<file path="src/rtl/mem_stage_pkg.sv">
// Shared types and constants for the rv64IM MEM stage.
// Covers the FSM state codes, funct3 size encodings and the default access timeout.
package mem_stage_pkg;

    localparam int XLEN          = 64;
    localparam int TIMEOUT_DEF   = 255;
    localparam int TIMEOUT_W_DEF = 8;

    typedef enum logic {
        MEM_IDLE = 1'b0,
        MEM_BUSY = 1'b1
    } mem_state_e;

    // funct3[1:0] gives log2 of the access size; funct3[2] marks a zero-extending load.
    localparam logic [1:0] F3_B = 2'd0;
    localparam logic [1:0] F3_H = 2'd1;
    localparam logic [1:0] F3_W = 2'd2;
    localparam logic [1:0] F3_D = 2'd3;
    localparam int         F3_UNSIGNED_BIT = 2;

    function automatic logic [3:0] access_size(input logic [1:0] log2_size);
        return 4'd1 << log2_size;
    endfunction

endpackage

</file>
<file path="src/rtl/mem_stage_if.sv">
// Data-memory request/acknowledge port between the MEM stage and the memory.
// The request side is held stable until the memory acknowledges it.
interface mem_stage_if;
    import mem_stage_pkg::*;

    logic            dmem_req_o;
    logic            dmem_we_o;
    logic [XLEN-1:0] dmem_addr_o;
    logic [7:0]      dmem_wmask_o;
    logic [XLEN-1:0] dmem_wdata_o;
    logic            dmem_ack_i;
    logic [XLEN-1:0] dmem_rdata_i;

    modport master (
        output dmem_req_o, dmem_we_o, dmem_addr_o, dmem_wmask_o, dmem_wdata_o,
        input  dmem_ack_i, dmem_rdata_i
    );

    modport slave (
        input  dmem_req_o, dmem_we_o, dmem_addr_o, dmem_wmask_o, dmem_wdata_o,
        output dmem_ack_i, dmem_rdata_i
    );

endinterface

</file>
<file path="src/rtl/mem_stage_align.sv">
// Byte-lane steering for both directions: store mask/data placement, the misalignment test,
// and extraction plus sign/zero extension of load data.
module mem_stage_align
    import mem_stage_pkg::*;
(
    input  logic [2:0]      funct3_i,
    input  logic [2:0]      offset_i,
    input  logic [XLEN-1:0] sdata_i,
    input  logic [XLEN-1:0] rdata_i,
    output logic [7:0]      wmask_o,
    output logic [XLEN-1:0] wdata_o,
    output logic            misalign_o,
    output logic [XLEN-1:0] load_o
);

    logic [3:0]      w_size;
    logic [7:0]      w_base_mask;
    logic [XLEN-1:0] w_shifted;
    logic            w_unsigned;

    assign w_size     = access_size(funct3_i[1:0]);
    assign misalign_o = ({1'b0, offset_i} + w_size) > 4'd8;
    assign wdata_o    = sdata_i << {offset_i, 3'b000};
    assign w_shifted  = rdata_i >> {offset_i, 3'b000};
    assign w_unsigned = funct3_i[F3_UNSIGNED_BIT];
    assign wmask_o    = w_base_mask << offset_i;

    always_comb begin
        // NOTE: every output of this block is given a default first so no path infers a latch.
        w_base_mask = 8'hFF;
        load_o      = w_shifted;
        case (funct3_i[1:0])
            F3_B: begin
                w_base_mask = 8'h01;
                load_o      = {{56{~w_unsigned & w_shifted[7]}}, w_shifted[7:0]};
            end
            F3_H: begin
                w_base_mask = 8'h03;
                load_o      = {{48{~w_unsigned & w_shifted[15]}}, w_shifted[15:0]};
            end
            F3_W: begin
                w_base_mask = 8'h0F;
                load_o      = {{32{~w_unsigned & w_shifted[31]}}, w_shifted[31:0]};
            end
            F3_D:    ;
            default: ;
        endcase
    end

endmodule

</file>
<file path="src/rtl/mem_stage.sv">
// MEM stage of the rv64IM pipeline: drives the data-memory port, stalls upstream while an
// access is outstanding, and holds the MEM/WB pipeline register.
module mem_stage
    import mem_stage_pkg::*;
#(
    parameter int TIMEOUT   = TIMEOUT_DEF,
    parameter int TIMEOUT_W = TIMEOUT_W_DEF
) (
    input  logic            clock,
    input  logic            reset,
    input  logic [XLEN-1:0] aluout_i,
    input  logic            load_i,
    input  logic            store_i,
    input  logic [2:0]      funct3_i,
    input  logic [XLEN-1:0] sdata_i,
    input  logic            wen_i,
    input  logic [4:0]      rd_i,
    input  logic [XLEN-1:0] pc_i,
    input  logic            exit_i,
    mem_stage_if.master     dmem,
    output logic            stall_req_o,
    output logic            misalign_o,
    output logic            bus_err_o,
    output logic            wb_wen_o,
    output logic [4:0]      wb_rd_o,
    output logic [XLEN-1:0] wb_data_o,
    output logic [XLEN-1:0] wb_pc_o,
    output logic            wb_exit_o
);

    mem_state_e           r_state, w_next_state;
    logic [TIMEOUT_W-1:0] r_cnt;
    logic [4:0]           r_rd;
    logic [2:0]           r_funct3, r_off;
    logic                 r_wen, r_load, r_exit;
    logic [XLEN-1:0]      r_pc;

    logic            w_busy, w_mem_op, w_issue, w_ack, w_timeout, w_misalign;
    logic [2:0]      w_f3, w_off;
    logic [7:0]      w_wmask;
    logic [XLEN-1:0] w_wdata, w_load_val;

    assign w_busy    = (r_state == MEM_BUSY);
    assign w_mem_op  = load_i | store_i;
    // In BUSY the upstream inputs are frozen, so load extraction uses the held access shape.
    assign w_f3      = w_busy ? r_funct3 : funct3_i;
    assign w_off     = w_busy ? r_off    : aluout_i[2:0];
    assign w_issue   = ~w_busy & w_mem_op & ~w_misalign;
    assign w_ack     = w_busy & dmem.dmem_ack_i;
    assign w_timeout = w_busy & ~dmem.dmem_ack_i & (r_cnt == TIMEOUT_W'(TIMEOUT - 1));

    mem_stage_align u_align (
        .funct3_i   (w_f3),
        .offset_i   (w_off),
        .sdata_i    (sdata_i),
        .rdata_i    (dmem.dmem_rdata_i),
        .wmask_o    (w_wmask),
        .wdata_o    (w_wdata),
        .misalign_o (w_misalign),
        .load_o     (w_load_val)
    );

    always_comb begin
        w_next_state = r_state;
        stall_req_o  = 1'b0;
        case (r_state)
            MEM_IDLE: if (w_issue) begin
                stall_req_o  = 1'b1;
                w_next_state = MEM_BUSY;
            end
            MEM_BUSY: if (w_ack || w_timeout) w_next_state = MEM_IDLE;
                      else                    stall_req_o  = 1'b1;
            default:  w_next_state = MEM_IDLE;
        endcase
    end

    // NOTE: sequential state is written only with non-blocking assignments.
    always_ff @(posedge clock or negedge reset) begin
        if (!reset) r_state <= MEM_IDLE;
        else        r_state <= w_next_state;
    end

    always_ff @(posedge clock or negedge reset) begin
        if (!reset) begin
            dmem.dmem_req_o   <= 1'b0;
            dmem.dmem_we_o    <= 1'b0;
            dmem.dmem_addr_o  <= '0;
            dmem.dmem_wmask_o <= '0;
            dmem.dmem_wdata_o <= '0;
            r_cnt <= '0;  r_rd <= '0;   r_funct3 <= '0; r_off <= '0;
            r_wen <= 1'b0; r_load <= 1'b0; r_exit <= 1'b0; r_pc <= '0;
            misalign_o <= 1'b0; bus_err_o <= 1'b0;
            wb_wen_o <= 1'b0; wb_rd_o <= '0; wb_data_o <= '0; wb_pc_o <= '0; wb_exit_o <= 1'b0;
        end else begin
            misalign_o <= 1'b0;
            bus_err_o  <= 1'b0;
            if (!w_busy && w_issue) begin
                dmem.dmem_req_o   <= 1'b1;
                dmem.dmem_we_o    <= store_i;
                dmem.dmem_addr_o  <= {aluout_i[XLEN-1:3], 3'b000};
                dmem.dmem_wmask_o <= store_i ? w_wmask : 8'h00;
                dmem.dmem_wdata_o <= w_wdata;
                r_cnt <= '0;      r_rd <= rd_i;      r_funct3 <= funct3_i;
                r_off <= aluout_i[2:0]; r_wen <= wen_i; r_load <= load_i;
                r_exit <= exit_i; r_pc <= pc_i;
                wb_wen_o <= 1'b0; wb_rd_o <= '0; wb_data_o <= '0; wb_pc_o <= '0; wb_exit_o <= 1'b0;
            end else if (!w_busy) begin
                misalign_o <= w_mem_op & w_misalign;
                wb_wen_o   <= wen_i & ~w_mem_op;
                wb_rd_o    <= rd_i;
                wb_data_o  <= aluout_i;
                wb_pc_o    <= pc_i;
                wb_exit_o  <= exit_i;
            end else if (w_ack || w_timeout) begin
                dmem.dmem_req_o <= 1'b0;
                bus_err_o <= w_timeout;
                wb_wen_o  <= w_ack & r_load & r_wen;
                wb_rd_o   <= r_rd;
                wb_data_o <= (w_ack && r_load) ? w_load_val : '0;
                wb_pc_o   <= r_pc;
                wb_exit_o <= r_exit;
            end else begin
                r_cnt <= r_cnt + 1'b1;
                wb_wen_o <= 1'b0; wb_rd_o <= '0; wb_data_o <= '0; wb_pc_o <= '0; wb_exit_o <= 1'b0;
            end
        end
    end

endmodule

</file>
<file path="src/flat_wrapper.sv">
// flat-port wrapper written by rule: the top's interface ports become plain ports
module mem_stage_flat import mem_stage_pkg::*;
#(
    parameter int TIMEOUT   = TIMEOUT_DEF,
    parameter int TIMEOUT_W = TIMEOUT_W_DEF
)
  (clock, reset, aluout_i, load_i, store_i, funct3_i, sdata_i, wen_i, rd_i, pc_i, exit_i, stall_req_o, misalign_o, bus_err_o, wb_wen_o, wb_rd_o, wb_data_o, wb_pc_o, wb_exit_o, dmem_dmem_req_o, dmem_dmem_we_o, dmem_dmem_addr_o, dmem_dmem_wmask_o, dmem_dmem_wdata_o, dmem_dmem_ack_i, dmem_dmem_rdata_i);
  mem_stage_if dmem_i ();
  input  logic clock;
  input  logic reset;
  input  logic [XLEN-1:0] aluout_i;
  input  logic load_i;
  input  logic store_i;
  input  logic [2:0] funct3_i;
  input  logic [XLEN-1:0] sdata_i;
  input  logic wen_i;
  input  logic [4:0] rd_i;
  input  logic [XLEN-1:0] pc_i;
  input  logic exit_i;
  output logic stall_req_o;
  output logic misalign_o;
  output logic bus_err_o;
  output logic wb_wen_o;
  output logic [4:0] wb_rd_o;
  output logic [XLEN-1:0] wb_data_o;
  output logic [XLEN-1:0] wb_pc_o;
  output logic wb_exit_o;
  output wire logic [$bits(dmem_i.dmem_req_o)-1:0] dmem_dmem_req_o;
  output wire logic [$bits(dmem_i.dmem_we_o)-1:0] dmem_dmem_we_o;
  output wire logic [$bits(dmem_i.dmem_addr_o)-1:0] dmem_dmem_addr_o;
  output wire logic [$bits(dmem_i.dmem_wmask_o)-1:0] dmem_dmem_wmask_o;
  output wire logic [$bits(dmem_i.dmem_wdata_o)-1:0] dmem_dmem_wdata_o;
  input wire logic [$bits(dmem_i.dmem_ack_i)-1:0] dmem_dmem_ack_i;
  input wire logic [$bits(dmem_i.dmem_rdata_i)-1:0] dmem_dmem_rdata_i;
  assign dmem_dmem_req_o = dmem_i.dmem_req_o;
  assign dmem_dmem_we_o = dmem_i.dmem_we_o;
  assign dmem_dmem_addr_o = dmem_i.dmem_addr_o;
  assign dmem_dmem_wmask_o = dmem_i.dmem_wmask_o;
  assign dmem_dmem_wdata_o = dmem_i.dmem_wdata_o;
  assign dmem_i.dmem_ack_i = dmem_dmem_ack_i;
  assign dmem_i.dmem_rdata_i = dmem_dmem_rdata_i;
  mem_stage #(.TIMEOUT(TIMEOUT), .TIMEOUT_W(TIMEOUT_W)) u_core (.clock(clock), .reset(reset), .aluout_i(aluout_i), .load_i(load_i), .store_i(store_i), .funct3_i(funct3_i), .sdata_i(sdata_i), .wen_i(wen_i), .rd_i(rd_i), .pc_i(pc_i), .exit_i(exit_i), .dmem(dmem_i), .stall_req_o(stall_req_o), .misalign_o(misalign_o), .bus_err_o(bus_err_o), .wb_wen_o(wb_wen_o), .wb_rd_o(wb_rd_o), .wb_data_o(wb_data_o), .wb_pc_o(wb_pc_o), .wb_exit_o(wb_exit_o));
endmodule
</file>
<file path="config.mk">
export PLATFORM = sky130hd
export DESIGN_NAME = mem_stage_flat
export DESIGN_NICKNAME = d
export VERILOG_FILES = /design/src/rtl/mem_stage_pkg.sv /design/src/rtl/mem_stage_if.sv /design/src/rtl/mem_stage_align.sv /design/src/rtl/mem_stage.sv /design/src/flat_wrapper.sv
export SDC_FILE = /design/constraint.sdc
export NUM_CORES = 1
export LEC_CHECK = 0
export ABC_CLOCK_PERIOD_IN_PS = 4450
export BUFFER_PORTS_ARGS = -buffer_cell sky130_fd_sc_hd__clkbuf_2
export CORE_AREA = 2 2 213 215
export DETAILED_ROUTE_END_ITERATION = 10
export DIE_AREA = 0 0 215 217
export PLACE_DENSITY_LB_ADDON = 0.15
export SYNTH_ARGS = -nofsm -noshare
export SYNTH_HDL_FRONTEND = slang
export SYNTH_SLANG_ARGS = --single-unit
</file>
<file path="constraint.sdc">
create_clock -name clock -period 4.45 [get_ports clock]
set_input_delay 0.445 -clock clock [delete_from_list [all_inputs] [get_ports clock]]
set_output_delay 0.445 -clock clock [all_outputs]
set_load 0.02 [all_outputs]
</file>
==> results of run 1 <==
## power by group
group          switching [mW]  leakage (nW)  total, mW  internal (mW)
clock network            1.40         0.701       3.53           2.13
logic                    6.53          5.94       10.6           4.06
registers               0.713          4.49       5.45           4.74
## cells in the final DEF (no fill, tap or decap), drive strengths merged, types with 3 or more instances in the layout
cell	Yosys	routed
a21oi	111	111
nor4	9	9
a221o	3	3
clkbuf	78	597
mux2i	89	89
ha	5	5
a311oi	4	4
o21ai	37	37
dfrtp	359	359
a31oi	5	5
xor2	6	6
o211ai	3	3
and4	3	3
inv	37	38
o221ai	4	4
a211oi	28	28
a22oi	76	76
a2bb2oi	3	3
a31o	4	4
buf	65	42
o22ai	14	14
clkinv	0	12
o21a	11	11
nand3	38	38
conb	1	3
bufinv	0	4
nor2	126	126
and3	24	24
a221oi	38	38
nand2	280	280
nor2b	14	14
a21o	6	6
mux4	14	14
diode	0	6
nor3	19	19
mux2	195	195
## metal layers
| layer | vias up | part of all wire, % | track usage (%) |
|---|---|---|---|
| li1 | 7173 | - | - |
| met1 | 7867 | 42 | 36.4 |
| met2 | 761 | 46 | 42.7 |
| met3 | 92 | 9.7 | 7.77 |
| met4 | 10 | 2.0 | 7.08 |
| met5 | - | 0.11 | 0 |
## path summary, 6_finish.rpt
path	depth (start not counted)	start	endpoint
setup / recovery	10	u_core.r_state$_DFF_PN0_	stall_req_o
hold / removal	2	dmem_dmem_ack_i	u_core.bus_err_o$_DFF_PN0_
setup reg to reg	9	u_core.r_state$_DFF_PN0_	u_core.wb_data_o[11]$_DFF_PN0_
hold reg to reg	1	u_core.dmem.dmem_addr_o[13]$_DFFE_PN0P_	u_core.dmem.dmem_addr_o[13]$_DFFE_PN0P_
max in group asynchronous	3	reset	u_core.dmem.dmem_wdata_o[28]$_DFFE_PN0P_
min in group asynchronous	2	reset	u_core.wb_data_o[35]$_DFF_PN0_
## area by class of cell
type                            instances  area (µm²)
Timing Repair Buffer                  585        3130
Clock inverter                         18         204
Multi-Input combinational cell       1200        8350
Sequential cell                       359        8980
Antenna cell                            6        15.0
Clock buffer                           55        1200
Inverter                               37         145
Tap cell                              600         751
Fill cell                            4214       21900
## cell families after synthesis
family | synth area share (%)
AND/OR/NAND/NOR | 12.4
other | 0.0208
flip-flops | 49.8
XOR/XNOR | 0.340
adder cells (fa/ha/maj) | 0.458
multiplexers | 19.0
AO/OA/AOI/OAI | 13.7
buffers and inverters | 4.30
## worst max-delay path, delay by kind of cell (launching register included)
family	cells	cell delay, ns
compound gates	3	0.89
simple gates	2	0.69
buf+inv	3	0.59
flops	1	0.55
fa+ha+maj	2	0.47
## through the flow
| stage | utilization (%) | hold slack (ns) | instance area [µm²] | instances |
|---|---|---|---|---|
| floorplan | - | 0.149 | 18000 | 1739 |
| global placement | 47.8 | 0.476 | 21400 | 2780 |
| detailed placement | 47.8 | 0.488 | 21400 | 2780 |
| CTS | 50.9 | 0.0883 | 22800 | 2854 |
| global route | 51.0 | 0.119 | 22800 | 2859 |
| finish | 51.0 | 0.122 | 22800 | 2860 |
## sequential cells by signal, summed over array words and instances, names as in the netlist, 5 cells and up
| signal | flops |
|---|---|
| u_core.dmem.dmem_wmask_o | 8 |
| u_core.r_pc | 64 |
| u_core.dmem.dmem_wdata_o | 64 |
| u_core.r_rd | 5 |
| u_core.wb_rd_o | 5 |
| u_core.wb_pc_o | 64 |
| u_core.r_cnt | 8 |
| u_core.dmem.dmem_addr_o | 61 |
| u_core.wb_data_o | 64 |
## repair_timing
| item | 4_1_cts | 5_1_grt |
|---|---|---|
| setup endpoints to repair | 0 | 1 |
| buffers inserted | 0 | 0 |
| resized for setup | 0 | 1 |
| hold endpoints to repair | 24 | 0 |
| hold buffers | 1 | 0 |
==> flow_metrics.py, run 1 <==
metrics = {
    "run_status": {
        "status": "complete, no violations",
    },
    "timing": {
        "tns_ns": 0,
        "fin_skew_ns": 0.0239,
        "hold_viol_final": 0,
        "rsz0062_at_grt": "no",
        "slew_headroom_pct": 31.9,
        "fin_crit_ns": 4.21,
        "fin_crit_sh_pct": 94.6,
        "setup_slack_ns": 0.239,
        "max_freq_ghz": 0.237,
        "tightest_slew_ns": 1.02,
        "final-max-slew-violation-count": 0,
        "setup_viol": 0,
    },
    "drt": {
        "antenna_left": 0,
        "vias_per_cell": 5.56,
        "wl_per_cell_um": 22.4,
        "vias": 15900,
        "drtPass1Iterations": 5,
        "drc": 0,
        "drt_iter0_drc": 1387,
        "totalWireLength_mm": 64.0,
    },
    "job": {
        "maxCapViolations": 0,
    },
    "logic_synthesis": {
        "ys_warn_count": 0,
        "syn_avg_cell_area_um2": 10.4,
        "ys_ff_latch": 359,
        "yosys.area.top_type": "dfrtp_1",
        "synth.most_common_cell": "dfrtp_1",
        "syn_inst": 1737,
        "syn_area_um2": 18000,
        "netlist.area_leader.share_pct": 49.8,
        "ys_top_cells_by_count": "359 x dfrtp_1, 280 x nand2_1, 195 x mux2_2, 126 x nor2_1, 109 x a21oi_1",
        "ys_seq_area_share_pct": 49.8,
        "synth_ff_type": "dfrtp_1",
        "synth.area.top_cells": "dfrtp_1 50%, mux2_2 12%, nand2_1 5.8%",
        "async_flop_share_pct": 100,
        "synth_cell_types": 63,
        "synth_edf_count": 0,
    },
    "die": {
        "num_rows": 78,
        "die_area_um2": 46700,
        "core_area_um2": 44700,
        "dieWidth_um": 215,
        "initial_core_util_pct": 40.3,
        "io-pin-count": 547,
        "die_y_um": 217,
    },
    "critical_path": {
        "slowest_delay_ns": 0.55,
        "ff2ff_setup_slack_ns": 0.62,
        "critPathArrivalTime_ns": 3.77,
        "cp_slowest_cell": "dfrtp_2",
        "cp_max_fo": 14,
        "end_kind": "output port",
        "start_kind": "flip-flop",
        "criticalPathCategory": "flip-flop to output port",
        "path_cells": "buf_4, inv_4, o31ai_1, ha_1, fa_1, or3b_2, and4b_1, o21ai_4, o21ai_0, clkbuf_2",
        "critical_path_required_ns": 4.01,
    },
    "pwr": {
        "power-per-cell-area_nw_per_um2": 859,
        "finalPower_mw": 19.6,
        "ir_drop_v": 0.000398,
        "power_leakage_nw": 11.1,
    },
    "hold_path": {
        "hold_path_class": "input pin to flip-flop",
    },
    "grt": {
        "grt_pass1_wl_mm": 96.9,
        "grt_max_degree": 111,
        "antenna_found_initial": 10,
        "grt_overflow_total": 0,
        "grt_pass1_vias": 15500,
        "grt_usage_pct": 27.0,
    },
    "place": {
        "gp_congestion": 0.946,
        "place_ws_ns": 0.432,
        "io_buffers": 543,
        "dp_hpwl_mm": 46.3,
    },
    "final_layout": {
        "nNetsFinal": 2501,
        "area_delta_synth_final_pct": 26.4,
        "drive_gt1_share_pct": 39.7,
    },
    "clock_tree": {
        "numCtsBuffers": 41,
        "cts_sinks": 359,
        "clock_path_buffers": 3,
        "cts_tree": "done",
        "cts_max_level": 2,
        "cts-root-buf": "clkbuf_16",
        "clk_latency_ns": 0.57,
        "cts.reportedPaths.clkPinSlew_ns": 0.06,
    },
}
Note: power is estimated with default switching activity, not from simulation.
==> run 2: changes to the inputs <==
Settings changed: BUFFER_PORTS_ARGS -buffer_cell sky130_fd_sc_hd__clkbuf_2 to default, CORE_AREA 2 2 213 215 to default, CORE_MARGIN from default to 1, CORE_UTILIZATION from default to 35, DIE_AREA 0 0 215 217 to default, DONT_BUFFER_PORTS from default to 1.
==> run 2 against run 1 <==
Net effect:
- worst hold slack worse by 0.55 ns
- final area shrank 5.9%
- wire length up 2.0%
- largest cell class unchanged
- worst setup slack got worse by 0.054 ns
- die area rose by 12%
- critical path depth rose by 1
- the flow now finishes with violations (hold timing)
- utilization down 8.5 points
==> flow_metrics.py, run 2 (synthesized netlist as in run 1, its figures left out) <==
metrics = {
    "run_status": {
        "status": "complete, but fails checks",
        "violations": "hold timing",
    },
    "pwr": {
        "power-per-cell-area_nw_per_um2": 859,
        "ir_drop_v": 0.000425,
        "power_leakage_nw": 9.34,
        "finalPower_mw": 18.4,
    },
    "grt": {
        "grt_pass1_vias": 14300,
        "grt_overflow_total": 0,
        "antenna_found_initial": 3,
        "grt_pass1_wl_mm": 97.0,
        "grt_usage_pct": 24.5,
        "grt_max_degree": 360,
    },
    "critical_path": {
        "start_kind": "flip-flop",
        "critPathArrivalTime_ns": 3.82,
        "critical_path_required_ns": 4.01,
        "cp_max_fo": 14,
        "criticalPathCategory": "flip-flop to output port",
        "path_buf_inv": 3,
        "path_cells": "buf_4, or3_1, o31ai_1, ha_1, fa_1, or3b_2, and4b_1, o21ai_4, buf_4, o21ai_1, buf_4",
        "path_delay_family": "simple AND/OR/NAND/NOR gates",
        "crit_path_frequent_cell": "buf_4",
        "slowest_delay_ns": 0.48,
        "cp_slowest_cell": "dfrtp_2",
        "end_kind": "output port",
    },
    "drt": {
        "wl_per_cell_um": 25.9,
        "vias_per_cell": 5.69,
        "drc": 0,
        "totalWireLength_mm": 65.2,
        "antenna_left": 0,
        "drtPass1Iterations": 6,
        "drt_iter0_drc": 1443,
        "vias": 14400,
    },
    "die": {
        "num_rows": 82,
        "die_area_um2": 52400,
        "core_area_um2": 50500,
        "io-pin-count": 547,
        "initial_core_util_pct": 35.7,
        "dieWidth_um": 229,
        "die_y_um": 229,
    },
    "clock_tree": {
        "cts.reportedPaths.clkPinSlew_ns": 0.06,
        "cts_sinks": 359,
        "clk_latency_ns": 0.58,
        "cts_tree": "done",
        "cts-root-buf": "clkbuf_16",
        "cts_max_level": 2,
        "numCtsBuffers": 42,
        "cts_hold_buf": 144,
        "clock_path_buffers": 3,
    },
    "timing": {
        "hold_slack_ns": -0.429,
        "setup_viol": 0,
        "slew_headroom_pct": 12.9,
        "final-max-slew-violation-count": 0,
        "hold_viol_final": 359,
        "rsz0062_at_grt": "no",
        "tns_ns": 0,
        "max_freq_ghz": 0.234,
        "fin_crit_ns": 4.26,
        "tightest_slew_ns": 1.31,
        "fin_skew_ns": 0.0154,
        "fin_crit_sh_pct": 95.8,
    },
    "final_layout": {
        "area_delta_synth_final_pct": 19.0,
        "n_antenna_cell": 0,
        "fillers": 4872,
        "drive_gt1_share_pct": 18.6,
        "layout_commonest_cell": "dfrtp_1",
        "nNetsFinal": 2095,
        "final_cell_mix": "358 x dfrtp_1, 280 x nand2_1, 194 x mux2_2",
    },
    "place": {
        "gp_congestion": 0.904,
        "io_buffers": 0,
        "dp_hpwl_mm": 44.7,
    },
    "job": {
        "maxCapViolations": 0,
    },
    "hold_path": {
        "hold_path_class": "input pin to async pin",
    },
}
-- run 2: timing repair --
action,4_1_cts,5_1_grt
gates resized for setup,0,2
buffers inserted,0,0
endpoints found under the setup margin,0,1
hold endpoints to repair,534,359
-- run 2: power by group --
| group | internal [mW] | total [mW] | switching, mW |
|---|---|---|---|
| sequential | 4.73 | 7.04 | 2.31 |
| combinational | 3.38 | 7.97 | 4.59 |
| clock | 1.96 | 3.42 | 1.45 |
-- run 2: path summary, 6_finish.rpt --
| check | depth (start not counted) | to | start | slack (ns) |
|---|---|---|---|---|
| max in group asynchronous | 0 | u_core.dmem.dmem_wdata_o[4]$_DFFE_PN0P_ | reset | 4.28 |
| max | 11 | stall_req_o | u_core.r_state$_DFF_PN0_ | 0.19 |
| min reg2reg | 1 | u_core.wb_wen_o$_DFF_PN0_ | u_core.r_wen$_DFFE_PN0P_ | 0.50 |
| max reg2reg | 10 | u_core.wb_data_o[18]$_DFF_PN0_ | u_core.r_state$_DFF_PN0_ | 0.59 |
| min in group clock | 2 | u_core.wb_data_o[63]$_DFF_PN0_ | aluout_i[63] | 0.03 |
| min | 0 | u_core.dmem.dmem_addr_o[42]$_DFFE_PN0P_ | reset | -0.43 |
-- run 2: cell type report --
class | instances | area [µm²] | share of cell area, %
Sequential cell | 359 | 8980 | 41.9
Multi-Input combinational cell | 1200 | 8350 | 38.9
Timing Repair Buffer | 178 | 1760 | 8.20
Clock buffer | 58 | 1200 | 5.60
Tap cell | 672 | 841 | 3.92
Clock inverter | 16 | 165 | 0.770
Inverter | 37 | 145 | 0.677
-- run 2: metal layers --
layer / up-vias / part of all wire (%) / global-route usage [%] / routed length, µm
li1: 6358 / - / - / -
met3: 105 / 8.5 / 7.22 / 5570
met2: 586 / 46 / 38.2 / 30000
met4: 2 / 3.6 / 8.92 / 2360
met5: - / 0.026 / 0 / 17
met1: 7300 / 42 / 32.0 / 27300
-- run 2: stage by stage --
step	worst slack (ns)	cell area (µm²)	cells	util [%]	hold slack [ns]
after floorplan	0.200	18000	1739	-	0.149
after global placement	0.705	18600	2302	36.9	0.164
after detailed placement	0.620	18600	2302	36.9	0.167
after CTS	0.0288	21400	2520	42.5	-0.470
after global routing	0.0267	21400	2520	42.5	-0.451
final	0.186	21400	2520	42.5	-0.429
